<file path="src/rtl/tlb_defines.sv">
// Shared definitions for the TLB maintenance sequencer.
// Holds the op_type encoding, INVTLB op constants, the default entry count
// and the FSM state encoding.
package tlb_defines;

  localparam int unsigned TLBNUM   = 16;
  localparam int unsigned ASID_W   = 10;
  localparam int unsigned VPPN_W   = 19;
  localparam int unsigned OP_W     = 3;
  localparam int unsigned INV_OP_W = 5;

  // Committed TLB instruction encoding; 5-7 are reserved
  typedef enum logic [OP_W-1:0] {
    OP_SRCH = 3'd0,
    OP_RD   = 3'd1,
    OP_WR   = 3'd2,
    OP_FILL = 3'd3,
    OP_INV  = 3'd4
  } tlb_op_e;

  // INVTLB op field values
  localparam logic [INV_OP_W-1:0] INV_ALL0         = 5'd0;
  localparam logic [INV_OP_W-1:0] INV_ALL1         = 5'd1;
  localparam logic [INV_OP_W-1:0] INV_G1           = 5'd2;
  localparam logic [INV_OP_W-1:0] INV_G0           = 5'd3;
  localparam logic [INV_OP_W-1:0] INV_G0_ASID      = 5'd4;
  localparam logic [INV_OP_W-1:0] INV_G0_ASID_VA   = 5'd5;
  localparam logic [INV_OP_W-1:0] INV_G_OR_ASID_VA = 5'd6;

  typedef enum logic [2:0] {
    ST_IDLE    = 3'd0,
    ST_RD      = 3'd1,
    ST_RD_WAIT = 3'd2,
    ST_WRITE   = 3'd3,
    ST_WALK    = 3'd4,
    ST_DONE    = 3'd5
  } state_e;

endpackage

</file>
<file path="src/rtl/tlb_entry_match.sv">
// Combinational comparator for one TLB entry read back from the array.
// Inputs : entry E/G/ASID/VPPN/PS4M, operand ASID/VPPN, INVTLB op.
// Outputs: srch_hit (TLBSRCH hit), inv_hit (entry selected by INVTLB op).
module tlb_entry_match
  import tlb_defines::*;
(
  input  logic                ent_e,
  input  logic                ent_g,
  input  logic [ASID_W-1:0]   ent_asid,
  input  logic [VPPN_W-1:0]   ent_vppn,
  input  logic                ent_ps4m,
  input  logic [ASID_W-1:0]   op_asid,
  input  logic [VPPN_W-1:0]   op_vppn,
  input  logic [INV_OP_W-1:0] inv_op,
  output logic                srch_hit,
  output logic                inv_hit
);

  logic asid_eq;
  logic vppn_eq;

  assign asid_eq = (ent_asid == op_asid);
  // 4MB pages ignore the low 9 VPPN bits
  assign vppn_eq = ent_ps4m ? (ent_vppn[VPPN_W-1:9] == op_vppn[VPPN_W-1:9])
                            : (ent_vppn == op_vppn);

  assign srch_hit = ent_e && (ent_g || asid_eq) && vppn_eq;

  // E is deliberately not part of the INVTLB selection
  always_comb begin
    inv_hit = 1'b0;
    case (inv_op)
      INV_ALL0, INV_ALL1: inv_hit = 1'b1;
      INV_G1:             inv_hit = ent_g;
      INV_G0:             inv_hit = !ent_g;
      INV_G0_ASID:        inv_hit = !ent_g && asid_eq;
      INV_G0_ASID_VA:     inv_hit = !ent_g && asid_eq && vppn_eq;
      INV_G_OR_ASID_VA:   inv_hit = (ent_g || asid_eq) && vppn_eq;
      default:            inv_hit = 1'b0;
    endcase
  end

endmodule

</file>
<file path="src/rtl/tlb_maint_seq.sv">
// Commit-side sequencer for TLBSRCH/TLBRD/TLBWR/TLBFILL/INVTLB.
// Owns the TLB array read/write port and stalls commit while an op runs.
// Ports: op_valid/op_type/op_ready handshake, INVTLB operands, CSR sources
// (csr_index/asid/vppn), array read port (tlb_rd_*), array write port
// (tlb_we/tlb_w_idx/tlb_w_clr), status busy/done/srch_found/srch_index/rd_done.
module tlb_maint_seq
  import tlb_defines::*;
#(
  parameter int unsigned TLBNUM = tlb_defines::TLBNUM,
  parameter int unsigned IDX_W  = $clog2(TLBNUM)
) (
  input  logic                clk,
  input  logic                rst,
  input  logic                op_valid,
  input  logic [OP_W-1:0]     op_type,
  output logic                op_ready,
  input  logic [INV_OP_W-1:0] inv_op,
  input  logic [ASID_W-1:0]   inv_asid,
  input  logic [VPPN_W-1:0]   inv_vppn,
  input  logic [IDX_W-1:0]    csr_index,
  input  logic [ASID_W-1:0]   csr_asid,
  input  logic [VPPN_W-1:0]   csr_vppn,
  output logic                tlb_rd_en,
  output logic [IDX_W-1:0]    tlb_rd_idx,
  input  logic                tlb_rd_e,
  input  logic                tlb_rd_g,
  input  logic [ASID_W-1:0]   tlb_rd_asid,
  input  logic [VPPN_W-1:0]   tlb_rd_vppn,
  input  logic                tlb_rd_ps4m,
  output logic                tlb_we,
  output logic [IDX_W-1:0]    tlb_w_idx,
  output logic                tlb_w_clr,
  output logic                busy,
  output logic                done,
  output logic                srch_found,
  output logic [IDX_W-1:0]    srch_index,
  output logic                rd_done
);

  localparam logic [IDX_W-1:0] LAST_IDX = IDX_W'(TLBNUM - 1);

  state_e               state_q, state_d;
  logic [OP_W-1:0]      op_q, op_d;
  logic [INV_OP_W-1:0]  inv_op_q, inv_op_d;
  logic [ASID_W-1:0]    op_asid_q, op_asid_d;
  logic [VPPN_W-1:0]    op_vppn_q, op_vppn_d;
  logic [IDX_W-1:0]     fill_cnt_q;
  logic                 eval_vld_q;
  logic [IDX_W-1:0]     eval_idx_q;
  logic                 we_q, we_d;
  logic [IDX_W-1:0]     w_idx_q, w_idx_d;
  logic                 rd_en_d;
  logic [IDX_W-1:0]     rd_idx_d;
  logic                 done_d, rd_done_d, busy_d, op_ready_d;
  logic                 found_d;
  logic [IDX_W-1:0]     found_idx_d;
  logic                 srch_hit, inv_hit;
  logic                 inv_we_c;

  // Per-entry compare on the data returned for the read issued last cycle
  tlb_entry_match u_match (
    .ent_e    (tlb_rd_e),
    .ent_g    (tlb_rd_g),
    .ent_asid (tlb_rd_asid),
    .ent_vppn (tlb_rd_vppn),
    .ent_ps4m (tlb_rd_ps4m),
    .op_asid  (op_asid_q),
    .op_vppn  (op_vppn_q),
    .inv_op   (inv_op_q),
    .srch_hit (srch_hit),
    .inv_hit  (inv_hit)
  );

  // INVTLB clears land in the evaluation cycle, so this path is combinational
  assign inv_we_c  = (state_q == ST_WALK) && (op_q == OP_INV) && eval_vld_q && inv_hit;
  assign tlb_we    = we_q | inv_we_c;
  assign tlb_w_idx = inv_we_c ? eval_idx_q : w_idx_q;
  assign tlb_w_clr = inv_we_c;

  // Next-state and registered-output decode
  always_comb begin
    state_d     = state_q;
    op_d        = op_q;
    inv_op_d    = inv_op_q;
    op_asid_d   = op_asid_q;
    op_vppn_d   = op_vppn_q;
    rd_en_d     = 1'b0;
    rd_idx_d    = tlb_rd_idx;
    we_d        = 1'b0;
    w_idx_d     = w_idx_q;
    done_d      = 1'b0;
    rd_done_d   = 1'b0;
    found_d     = srch_found;
    found_idx_d = srch_index;

    case (state_q)
      ST_IDLE: begin
        if (op_valid && op_ready) begin
          op_d        = op_type;
          inv_op_d    = inv_op;
          op_asid_d   = (op_type == OP_INV) ? inv_asid : csr_asid;
          op_vppn_d   = (op_type == OP_INV) ? inv_vppn : csr_vppn;
          found_d     = 1'b0;
          found_idx_d = '0;
          case (op_type)
            OP_SRCH, OP_INV: begin
              rd_en_d  = 1'b1;
              rd_idx_d = '0;
              state_d  = ST_WALK;
            end
            OP_RD: begin
              rd_en_d  = 1'b1;
              rd_idx_d = csr_index;
              state_d  = ST_RD;
            end
            OP_WR: begin
              we_d    = 1'b1;
              w_idx_d = csr_index;
              state_d = ST_WRITE;
            end
            OP_FILL: begin
              we_d    = 1'b1;
              w_idx_d = fill_cnt_q;
              state_d = ST_WRITE;
            end
            default: begin
              done_d  = 1'b1;
              state_d = ST_DONE;
            end
          endcase
        end
      end
      ST_RD: begin
        rd_done_d = 1'b1;
        state_d   = ST_RD_WAIT;
      end
      ST_RD_WAIT, ST_WRITE: begin
        done_d  = 1'b1;
        state_d = ST_DONE;
      end
      ST_WALK: begin
        // Issue the next read while the previous entry is being evaluated
        if (tlb_rd_en && (tlb_rd_idx != LAST_IDX)) begin
          rd_en_d  = 1'b1;
          rd_idx_d = tlb_rd_idx + IDX_W'(1);
        end
        if ((op_q == OP_SRCH) && eval_vld_q && srch_hit) begin
          rd_en_d     = 1'b0;
          found_d     = 1'b1;
          found_idx_d = eval_idx_q;
          done_d      = 1'b1;
          state_d     = ST_DONE;
        end else if (eval_vld_q && (eval_idx_q == LAST_IDX)) begin
          done_d  = 1'b1;
          state_d = ST_DONE;
        end
      end
      ST_DONE: state_d = ST_IDLE;
      default: state_d = ST_IDLE;
    endcase

    op_ready_d = (state_d == ST_IDLE);
    // Stall is released in the completion cycle so commit can advance on done
    busy_d     = (state_d != ST_IDLE) && (state_d != ST_DONE);
  end

  // State, operand and output registers
  always_ff @(posedge clk) begin
    if (rst) begin
      state_q    <= ST_IDLE;
      op_q       <= '0;
      inv_op_q   <= '0;
      op_asid_q  <= '0;
      op_vppn_q  <= '0;
      fill_cnt_q <= '0;
      eval_vld_q <= 1'b0;
      eval_idx_q <= '0;
      we_q       <= 1'b0;
      w_idx_q    <= '0;
      tlb_rd_en  <= 1'b0;
      tlb_rd_idx <= '0;
      op_ready   <= 1'b1;
      busy       <= 1'b0;
      done       <= 1'b0;
      rd_done    <= 1'b0;
      srch_found <= 1'b0;
      srch_index <= '0;
    end else begin
      state_q    <= state_d;
      op_q       <= op_d;
      inv_op_q   <= inv_op_d;
      op_asid_q  <= op_asid_d;
      op_vppn_q  <= op_vppn_d;
      fill_cnt_q <= fill_cnt_q + IDX_W'(1);
      eval_vld_q <= (state_q == ST_WALK) && tlb_rd_en;
      eval_idx_q <= tlb_rd_idx;
      we_q       <= we_d;
      w_idx_q    <= w_idx_d;
      tlb_rd_en  <= rd_en_d;
      tlb_rd_idx <= rd_idx_d;
      op_ready   <= op_ready_d;
      busy       <= busy_d;
      done       <= done_d;
      rd_done    <= rd_done_d;
      srch_found <= found_d;
      srch_index <= found_idx_d;
    end
  end

endmodule

</file>
<file path="config.mk">
export PLATFORM = sky130hd
export DESIGN_NAME = tlb_maint_seq
export DESIGN_NICKNAME = d
export VERILOG_FILES = /design/src/rtl/tlb_defines.sv /design/src/rtl/tlb_entry_match.sv /design/src/rtl/tlb_maint_seq.sv
export SDC_FILE = /design/constraint.sdc
export NUM_CORES = 1
export LEC_CHECK = 0
export CAP_MARGIN = 20
export CORE_UTILIZATION = 68
export DETAILED_ROUTE_END_ITERATION = 10
export DONT_BUFFER_PORTS = 1
export GPL_ROUTABILITY_DRIVEN = 0
export PLACE_DENSITY_LB_ADDON = 0.1
export SKIP_LAST_GASP = 1
export SLEW_MARGIN = 20
export SYNTH_ARGS = -nofsm -noshare
export SYNTH_HDL_FRONTEND = slang
export SYNTH_SLANG_ARGS = --single-unit
</file>
<file path="constraint.sdc">
create_clock -name clk -period 4.45 [get_ports clk]
set_clock_uncertainty 0.15 [all_clocks]
set_input_delay 0.89 -clock clk [delete_from_list [all_inputs] [get_ports clk]]
set_output_delay 0.89 -clock clk [all_outputs]
set_load 0.02 [all_outputs]
</file>
==> flow_metrics.py <==
metrics = {
    "sta": {
        "whs_ns": 0.3027,
        "finalHoldViolations": 0,
        "fin_ws_ns": 0.8153,
        "period_minus_slack_ns": 3.635,
        "finalSetupViolCount": 0,
        "fmax_ghz": 0.2751,
        "slew_headroom_pct": 37.58,
        "maxSlewViolCount": 0,
        "worst_pin_slew_ns": 0.9343,
        "rsz0062_at_grt": "false",
        "finalSetupTns_ns": 0,
        "fin_crit_sh_pct": 81.68,
    },
    "place": {
        "dp_hpwl_um": 4996,
        "pre_cts_ws_ns": 0.8589,
        "io_buffers": 0,
    },
    "grt": {
        "grt_usage_pct": 29.43,
        "grt_overflow_total": 0,
        "grt_pass1_wl_um": 11450,
        "grt_antenna_before_repair": 0,
        "grt_max_degree": 64,
        "grt_pass1_vias": 2446,
    },
    "setup_path": {
        "worstPathMaxFanout": 6,
        "worstPathRequired_ns": 3.41,
        "critPathCaptureType": "primary output",
        "critPathLaunchType": "primary input",
        "arrival_ns": 2.59,
        "cpMaxStageDelayCell": "a221o_2",
        "critPathTopFamily": "compound AO/OA/AOI/OAI gates",
        "path_cells": "xor2_1 -> nor4_1 -> a41oi_1 -> nand2b_4 -> a221o_2 -> mux2_4",
        "reg2reg_depth": 6,
        "crit_cells": 6,
        "path_class": "primary input to primary output",
        "cp_num_buf_inv": 0,
        "cpPeakStageDelay_ns": 0.49,
    },
    "routing": {
        "drtIter0Drc": 164,
        "routedWlPerCell_um": 17.01,
        "vias_per_cell": 6.252,
        "drc": 0,
        "finalWirelength_um": 7162,
        "vias": 2632,
        "drtAntennaViolNets": 0,
        "dr.pass1.iters": 4,
    },
    "die": {
        "rows": 24,
        "io_pins": 125,
        "coreArea_um2": 4504,
        "die_h_um": 71.47,
        "die_area_um2": 5108,
        "start_util_pct": 72.86,
        "die_w_um": 71.47,
    },
    "clocking": {
        "cts.root.buffer_cell": "clkbuf_8",
        "cts_buffers": 9,
        "cts_hold_buf": 0,
        "cts_setup_buffers": 0,
        "htreeDepth": 3,
        "clk_pin_slew_worst_paths_ns": 0.07,
        "cts_tree": "done",
        "post_cts_resize_count": 0,
        "clock_sinks": 68,
        "clock_latency_ns": 0.34,
        "clockBufferDepth": 2,
    },
    "final_layout": {
        "nFillCells": 346,
        "diodes": 0,
        "drive_gt1_share_pct": 8.130,
        "syn2layout_area_growth_pct": 6.481,
        "nNetsFinal": 472,
    },
    "logic_synthesis": {
        "synth_edf_count": 0,
        "yosysWarnings": 0,
        "yosysMostFrequentCell": "dfxtp_1",
        "avgSynthCellArea_um2": 8.822,
        "ys_seq_elements": 68,
        "synth_top_area_cell": "dfxtp_1",
        "syn-instance-count": 372,
        "synth-main-ff-cell": "dfxtp_1",
        "ys_seq_area_share_pct": 41.48,
        "synth_nets": 479,
        "synth.area.top_cells": "dfxtp_1 (41%), mux2i_1 (8.8%), a211oi_1 (6.9%)",
        "synth_commonest_cells": "dfxtp_1 (68), nor2_1 (49), a211oi_1 (30), nand2_1 (30), mux2i_1 (29)",
        "ys_async_sr_fraction_pct": 0,
        "synth_cell_types": 41,
        "synth_top_area_share_pct": 41.48,
        "synth.cell_area_um2": 3282,
    },
    "power_and_ir_drop": {
        "max-vdd-ir-drop_mv": 0.3554,
        "p_per_area_nw_per_um2": 476.3,
        "leakage_nw": 1.251,
        "p_total_mw": 1.665,
    },
    "min_path": {
        "hp-class": "register to register",
        "hold_path_depth": 2,
    },
    "run": {
        "drv_cap": 0,
    },
    "outcome": {
        "status": "completed",
    },
}
metal layers:
layer  share of wire (%)  GRT usage [%]  vias up  wire (µm)
li1                    -              -     1316          -
met1                  42          35.67     1188       2998
met2                  48          49.10      117       3452
met3                 8.4          8.158       11        603
met4                 1.5          13.07        0        108
met5                   0              0        -          0
report_power, final:
part	internal [mW]	leakage, nW	switching, mW
registers	0.706	0.557	0.0881
clock network	0.302	0.103	0.211
logic	0.153	0.592	0.204
cell usage in the layout (no fill, tap or decap), types with 3 or more instances in the layout:
cell type and count:
a31oi_1 4, nor3_1 3, nor2_1 49, mux2i_1 29, nor4b_1 3, nor2b_1 8, nand3_1 8, a21oi_1 27
xor2_1 18, nand3b_1 5, mux2_4 4, nand4_1 6, buf_4 3, o21ai_0 8, a211oi_1 30, clkbuf_8 12
nor4_1 5, nand2_1 30, dfxtp_1 68, nand2b_1 3, inv_1 6, xnor2_1 13
through the flow:
step,util [%],area (µm²),std cells
3_5_place_dp,73.08,3292,406
6_report,77.58,3495,421
3_3_place_gp,73.08,3292,406
2_1_floorplan,-,3282,372
4_1_cts,77.58,3495,421
5_1_grt,77.58,3495,421
worst register-to-register path, cell delays in order (launching register included):
cell	delay (ns)
dfxtp_1	0.36
nor2_1	0.17
nand4_1	0.54
a211oi_1	0.55
a31oi_1	0.19
or3_1	0.39
a31oi_1	0.15
cell families (layout without fill, tap and decap cells):
kind of cell,count (synthesis),count (layout),share of synthesized area (%)
muxes,33,33,10.67
xor gates and xnor gates,31,31,8.273
buffers and inverters,27,24,3.241
DFF,68,68,41.48
adders and majority gates,2,2,0.7624
AOI/OAI and AO/OA,79,79,15.71
and+or+nand+nor,132,132,19.86
sequential cells by signal, summed over array words and instances (netlist names), 3 cells and up:
| signal | count |
|---|---|
| op_vppn_q | 19 |
| op_asid_q | 10 |
| inv_op_q | 5 |
| eval_idx_q | 4 |
| fill_cnt_q | 4 |
| srch_index | 4 |
| tlb_rd_idx | 4 |
| w_idx_q | 4 |
| op_q | 3 |
| state_q | 3 |
path summary, 6_finish.rpt:
path,from,to,slack (ns)
hold reg to reg,op_q[1],op_q[1],0.30
hold / removal,op_q[1],op_q[1],0.30
setup reg to reg,state_q[1],tlb_rd_idx[0],1.89
setup / recovery,tlb_rd_vppn[8],tlb_w_idx[3],0.82
area by class of cell:
| type | instances | area (µm²) | share of cell area, % |
|---|---|---|---|
| multi-input cells | 277 | 1821 | 52.09 |
| flip-flops and latches | 68 | 1361 | 38.95 |
| clock buffers | 14 | 172.7 | 4.941 |
| well taps | 52 | 65.06 | 1.862 |
| clock inverters | 1 | 30.03 | 0.8593 |
| repair buffers | 3 | 22.52 | 0.6445 |
| inverters | 6 | 22.52 | 0.6445 |
No activity file was read; power rests on OpenSTA's default activity.
